### src/rtl/prog_loader.sv
// Boot-time program loader: accepts a framed byte stream (LEN, LEN data bytes,
// CSUM) over valid/ready, writes the data bytes into the CPU memory from
// address 0 upward, verifies a modulo-256 checksum and releases the CPU reset
// only after a good load. Optional feature macro: LOADER_ZERO_FILL_EN, which
// zero-fills addresses LEN..DEPTH-1 after a good checksum before done rises.
module prog_loader #(
    parameter int DEPTH  = 32,
    parameter int ADDR_W = 5,
    parameter int DATA_W = 8
) (
    input  logic              clk,
    input  logic              reset,
    input  logic              clear,
    input  logic              in_valid,
    input  logic [DATA_W-1:0] in_data,
    output logic              in_ready,
    output logic              mem_we,
    output logic [ADDR_W-1:0] mem_addr,
    output logic [DATA_W-1:0] mem_wdata,
    output logic              cpu_reset,
    output logic              done,
    output logic              error
);

`ifdef LOADER_ZERO_FILL_EN
    typedef enum logic [2:0] {
        ST_WAIT_LEN, ST_LOAD, ST_WAIT_CSUM, ST_DONE, ST_ERR, ST_FILL
    } state_t;
`else
    typedef enum logic [2:0] {
        ST_WAIT_LEN, ST_LOAD, ST_WAIT_CSUM, ST_DONE, ST_ERR
    } state_t;
`endif

    // Counters are one bit wider than the address so a full-depth LEN fits.
    localparam logic [ADDR_W:0]   DEPTH_CNT  = (ADDR_W+1)'(DEPTH);
    localparam logic [DATA_W-1:0] DEPTH_BYTE = DATA_W'(DEPTH);

    state_t              state_q, state_d;
    logic [ADDR_W:0]     len_q, len_d;
    logic [ADDR_W:0]     count_q, count_d;
    logic [DATA_W-1:0]   sum_q, sum_d;
    logic                we_q, we_d;
    logic [ADDR_W-1:0]   addr_q, addr_d;
    logic [DATA_W-1:0]   wdata_q, wdata_d;
    logic                done_q, done_d;
    logic                error_q, error_d;
    logic                crst_q, crst_d;
    logic                accept;

    assign in_ready  = (state_q == ST_WAIT_LEN) || (state_q == ST_LOAD) ||
                       (state_q == ST_WAIT_CSUM);
    assign accept    = in_valid & in_ready;
    assign mem_we    = we_q;
    assign mem_addr  = addr_q;
    assign mem_wdata = wdata_q;
    assign cpu_reset = crst_q;
    assign done      = done_q;
    assign error     = error_q;

    // State and registered outputs; reset raises cpu_reset asynchronously.
    always_ff @(posedge clk or posedge reset) begin
        if (reset) begin
            state_q <= ST_WAIT_LEN;
            len_q   <= '0;
            count_q <= '0;
            sum_q   <= '0;
            we_q    <= 1'b0;
            addr_q  <= '0;
            wdata_q <= '0;
            done_q  <= 1'b0;
            error_q <= 1'b0;
            crst_q  <= 1'b1;
        end else begin
            state_q <= state_d;
            len_q   <= len_d;
            count_q <= count_d;
            sum_q   <= sum_d;
            we_q    <= we_d;
            addr_q  <= addr_d;
            wdata_q <= wdata_d;
            done_q  <= done_d;
            error_q <= error_d;
            crst_q  <= crst_d;
        end
    end

    // Frame parser: next state, write strobe/address/data and status flags.
    always_comb begin
        state_d = state_q;
        len_d   = len_q;
        count_d = count_q;
        sum_d   = sum_q;
        we_d    = 1'b0;
        addr_d  = addr_q;
        wdata_d = wdata_q;

        if (clear) begin
            state_d = ST_WAIT_LEN;
            count_d = '0;
            sum_d   = '0;
        end else begin
            case (state_q)
                ST_WAIT_LEN: begin
                    if (accept) begin
                        if (in_data == '0 || in_data > DEPTH_BYTE) begin
                            state_d = ST_ERR;
                        end else begin
                            len_d   = in_data[ADDR_W:0];
                            count_d = '0;
                            sum_d   = '0;
                            state_d = ST_LOAD;
                        end
                    end
                end
                ST_LOAD: begin
                    if (accept) begin
                        we_d    = 1'b1;
                        addr_d  = count_q[ADDR_W-1:0];
                        wdata_d = in_data;
                        sum_d   = sum_q + in_data;
                        count_d = count_q + 1'b1;
                        if (count_q + 1'b1 == len_q) begin
                            state_d = ST_WAIT_CSUM;
                        end
                    end
                end
                ST_WAIT_CSUM: begin
                    if (accept) begin
                        if (in_data != sum_q) begin
                            state_d = ST_ERR;
                        end else begin
`ifdef LOADER_ZERO_FILL_EN
                            // count already equals LEN, so it doubles as the fill pointer.
                            state_d = (len_q == DEPTH_CNT) ? ST_DONE : ST_FILL;
`else
                            state_d = ST_DONE;
`endif
                        end
                    end
                end
`ifdef LOADER_ZERO_FILL_EN
                ST_FILL: begin
                    we_d    = 1'b1;
                    addr_d  = count_q[ADDR_W-1:0];
                    wdata_d = '0;
                    count_d = count_q + 1'b1;
                    if (count_q == DEPTH_CNT - 1'b1) begin
                        state_d = ST_DONE;
                    end
                end
`endif
                default: ;
            endcase
        end

        done_d  = (state_d == ST_DONE);
        error_d = (state_d == ST_ERR);
        crst_d  = (state_d != ST_DONE);
    end

endmodule

### config.mk
export PLATFORM = sky130hd
export DESIGN_NAME = prog_loader
export DESIGN_NICKNAME = d
export VERILOG_FILES = /design/src/rtl/prog_loader.sv
export SDC_FILE = /design/constraint.sdc
export NUM_CORES = 1
export LEC_CHECK = 0
export BUFFER_PORTS_ARGS = -buffer_cell sky130_fd_sc_hd__buf_2
export CORE_MARGIN = 2
export CORE_UTILIZATION = 51
export CTS_CLUSTER_SIZE = 16
export DETAILED_ROUTE_END_ITERATION = 7
export PLACE_DENSITY = 0.78
export SLEW_MARGIN = 20
export SYNTH_ARGS = -nofsm -noshare
export SYNTH_HDL_FRONTEND = slang
export SYNTH_SLANG_ARGS = --single-unit
### constraint.sdc
create_clock -name clk -period 2.2 [get_ports clk]
set_clock_uncertainty 0.2 [all_clocks]
set_input_delay 0.55 -clock clk [delete_from_list [all_inputs] [get_ports clk]]
set_output_delay 0.55 -clock clk [all_outputs]
set_load 0.03 [all_outputs]
==> metrics <==
global-route usage over all layers=0.2474; Yosys warning count=0; Placer Congestion=0.8094; Die Area=0.004693 mm2; clk slew on worst S/H paths=90 ps; fin. max-slew vios=0; post-synth design cell area=0.002122 mm2; Async SR Flop Fraction=1.000; htree depth=2; Post-CTS Hold Fix Bufs=0; combinational power share=0.275; clk root buf=clkbuf_8; Ant. Diodes=0; CTS Buf Count=5; Synth Register Bits=40; Worst EP arrival=2140 ps; crit-path max FO=4; PortBufs=29; Synth top cells by count=nand2_1 (42), dfrtp_1 (39), o21ai_0 (10), xnor2_1 (10); measured slew at the worst slew-check pin=506.6 ps; Final ANT Viol Nets=0; post-route setup slack=50.96 ps; vias in the first global route=1829; Core ar.=0.004000 mm2; first-pass GRT wire length=8431 um; Setup WS pre-CTS=-403.3 ps; setup TNS=0 ps; CTS tree=yes; max_slew headroom=0.6623; Area contributors post-synth=dfrtp_1 (46%), nand2_1 (7.4%), ha_1 (4.7%); WP data required=2190 ps; final wirelength=4922 um; DR vias/cell=5.506; Post-synth EDFFs=0; Mapped Avg Cell Area=10.15 um2; drt pass-1 iters=4; WS Path Type=register to register; status=completed; most frequent cell after synthesis=nand2_1; most common flop cell mapped by yosys=dfrtp_1; minimum clock period after layout=2149 ps; Clock Tree Buf Depth=2; Static Leakage=1.424 nW; RSZ-0062 raised after global routing=yes; ratio of final minimum period to clock period=0.9768; DRC Markers=0; share of post-route cells with drive strength above 1=0.3540; register area share after synthesis=0.4723; sw frac=0.3275; power share of the sequential group=0.426; Hold Violations, Final=0; Pint=0.001414 W; Distinct cells, synth=45; fin nets=294; dominant cell type by area after synthesis=dfrtp_1; top cell type's share of synthesized area=0.4599; Max Clk Rate=0.4653 GHz; vias=1784; die height=68.51 um; Initial Utilization=0.5305; max-cap check violation count=0; Die Width=68.51 um; setup violators final=0; Psw=0.0006886 W; VDD IR-drop max=0.5169 mV; syn nets=230; total gr overflow=0; CP Launch Type=register; largest net degree at the start of global routing=41; Ports=30; CP Capture Type=register; Final Util=0.6863; DR iter-0 viols=112; power density cells=765.9 mW/mm2; Gate Count Post-Synth=209; DR WL/cell=15.19 um; clock network fraction of total power=0.299; Clock Latency Late Sink=310 ps; Hold Path Class=input port to asynchronous set/reset pin; initial antenna violation count=0; # rows=23; clock sink count=40; area delta synth->final=29.36%; HPWL after DPL=3662 um
## repair_timing
action	CTS	global route
pin swaps	0	8
cloned	0	0
setup buffers	0	1
setup endpoints to repair	12	15
gates resized for setup	3	9
## state kept, by name, indices dropped and copies added (netlist names)
| register | count |
|---|---|
| mem_wdata | 8 |
| sum_q | 8 |
| count_q | 6 |
| len_q | 6 |
| mem_addr | 5 |
| state_q | 3 |
| cpu_reset | 1 |
| done | 1 |
| error | 1 |
| mem_we | 1 |
## through the flow
stage	total power, W	hold WS, ps	cells	instance area [um2]
final	0.002103	167.1	324	2745
after global routing	0.002208	206.0	324	2745
after CTS	0.002102	192.0	324	2709
after detailed placement	0.001472	257.0	316	2582
after global placement	0.001456	253.3	316	2582
after floorplan	0.001286	269.9	209	2152
## routing by layer
| layer | vias up | track usage | part of all wire |
|---|---|---|---|
| met5 | - | 0 | 0 |
| met4 | 0 | 0.08500 | 0.013 |
| met3 | 7 | 0.06169 | 0.028 |
| met2 | 28 | 0.4243 | 0.52 |
| met1 | 883 | 0.3021 | 0.43 |
| li1 | 866 | - | - |
## worst max-delay path, cell delays in order (launching register included)
cell and delay (ps):
dfrtp_1 420, nand3_2 120, or3_4 410, a2111oi_4 410
a311oi_2 210, o211a_1 260
## path summary, 6_finish.rpt
check                      slack (ps)               startpoint  depth (start not counted)                  endpoint
setup / recovery                   50   count_q[0]$_DFFE_PP0P_                          5            done$_DFF_PP0_
max in group asynchronous        1250                    reset                          3       cpu_reset$_DFF_PP1_
setup reg to reg                   50   count_q[0]$_DFFE_PP0P_                          5            done$_DFF_PP0_
hold reg to reg                   270  mem_addr[4]$_DFFE_PP0P_                          2   mem_addr[4]$_DFFE_PP0P_
hold / removal                    170                    reset                          3  mem_wdata[3]$_DFFE_PP0P_
min in group clk                  270  mem_addr[4]$_DFFE_PP0P_                          2   mem_addr[4]$_DFFE_PP0P_
## final cells by class
type / instances / area (um2)
well taps: 50 / 62.56
repair buffers: 63 / 400.4
fillers: 318 / 1255
inverters: 10 / 37.54
flip-flops and latches: 40 / 1003
clock buffers: 5 / 68.82
multi-input cells: 153 / 1125
clock inverters: 3 / 47.55
## power by group through the flow
stage,sequential (W),combinational (W),clock (W)
after detailed placement,0.000911,0.000561,0
after global placement,0.000908,0.000549,0
after floorplan,0.00103,0.000256,0
after CTS,0.000897,0.000565,0.000640
final,0.000897,0.000578,0.000628
after global routing,0.000910,0.000633,0.000665
## cell usage in the layout (no fill, tap or decap), drive strengths merged, types with 5 or more instances in the layout
cell type | netlist | final
xnor2 | 10 | 10
a22o | 9 | 9
dfrtp | 39 | 39
nand2 | 42 | 42
inv | 9 | 9
a21oi | 6 | 6
nor2 | 6 | 6
o21ai | 10 | 10
nand3 | 8 | 8
ha | 8 | 8
buf | 2 | 63
clkbuf | 4 | 5
## cell families (layout without fill, tap and decap cells)
logic type / Yosys count / after routing / synth area share
adder cells (fa/ha/maj): 9 / 9 / 0.05661
multiplexers: 4 / 4 / 0.02122
flip-flops: 40 / 40 / 0.4723
XOR/XNOR: 15 / 15 / 0.07488
AO/OA/AOI/OAI: 43 / 43 / 0.1568
AND/OR/NAND/NOR: 82 / 82 / 0.1881
buffers and inverters: 16 / 81 / 0.03007
(Power assumes the default switching activity.)
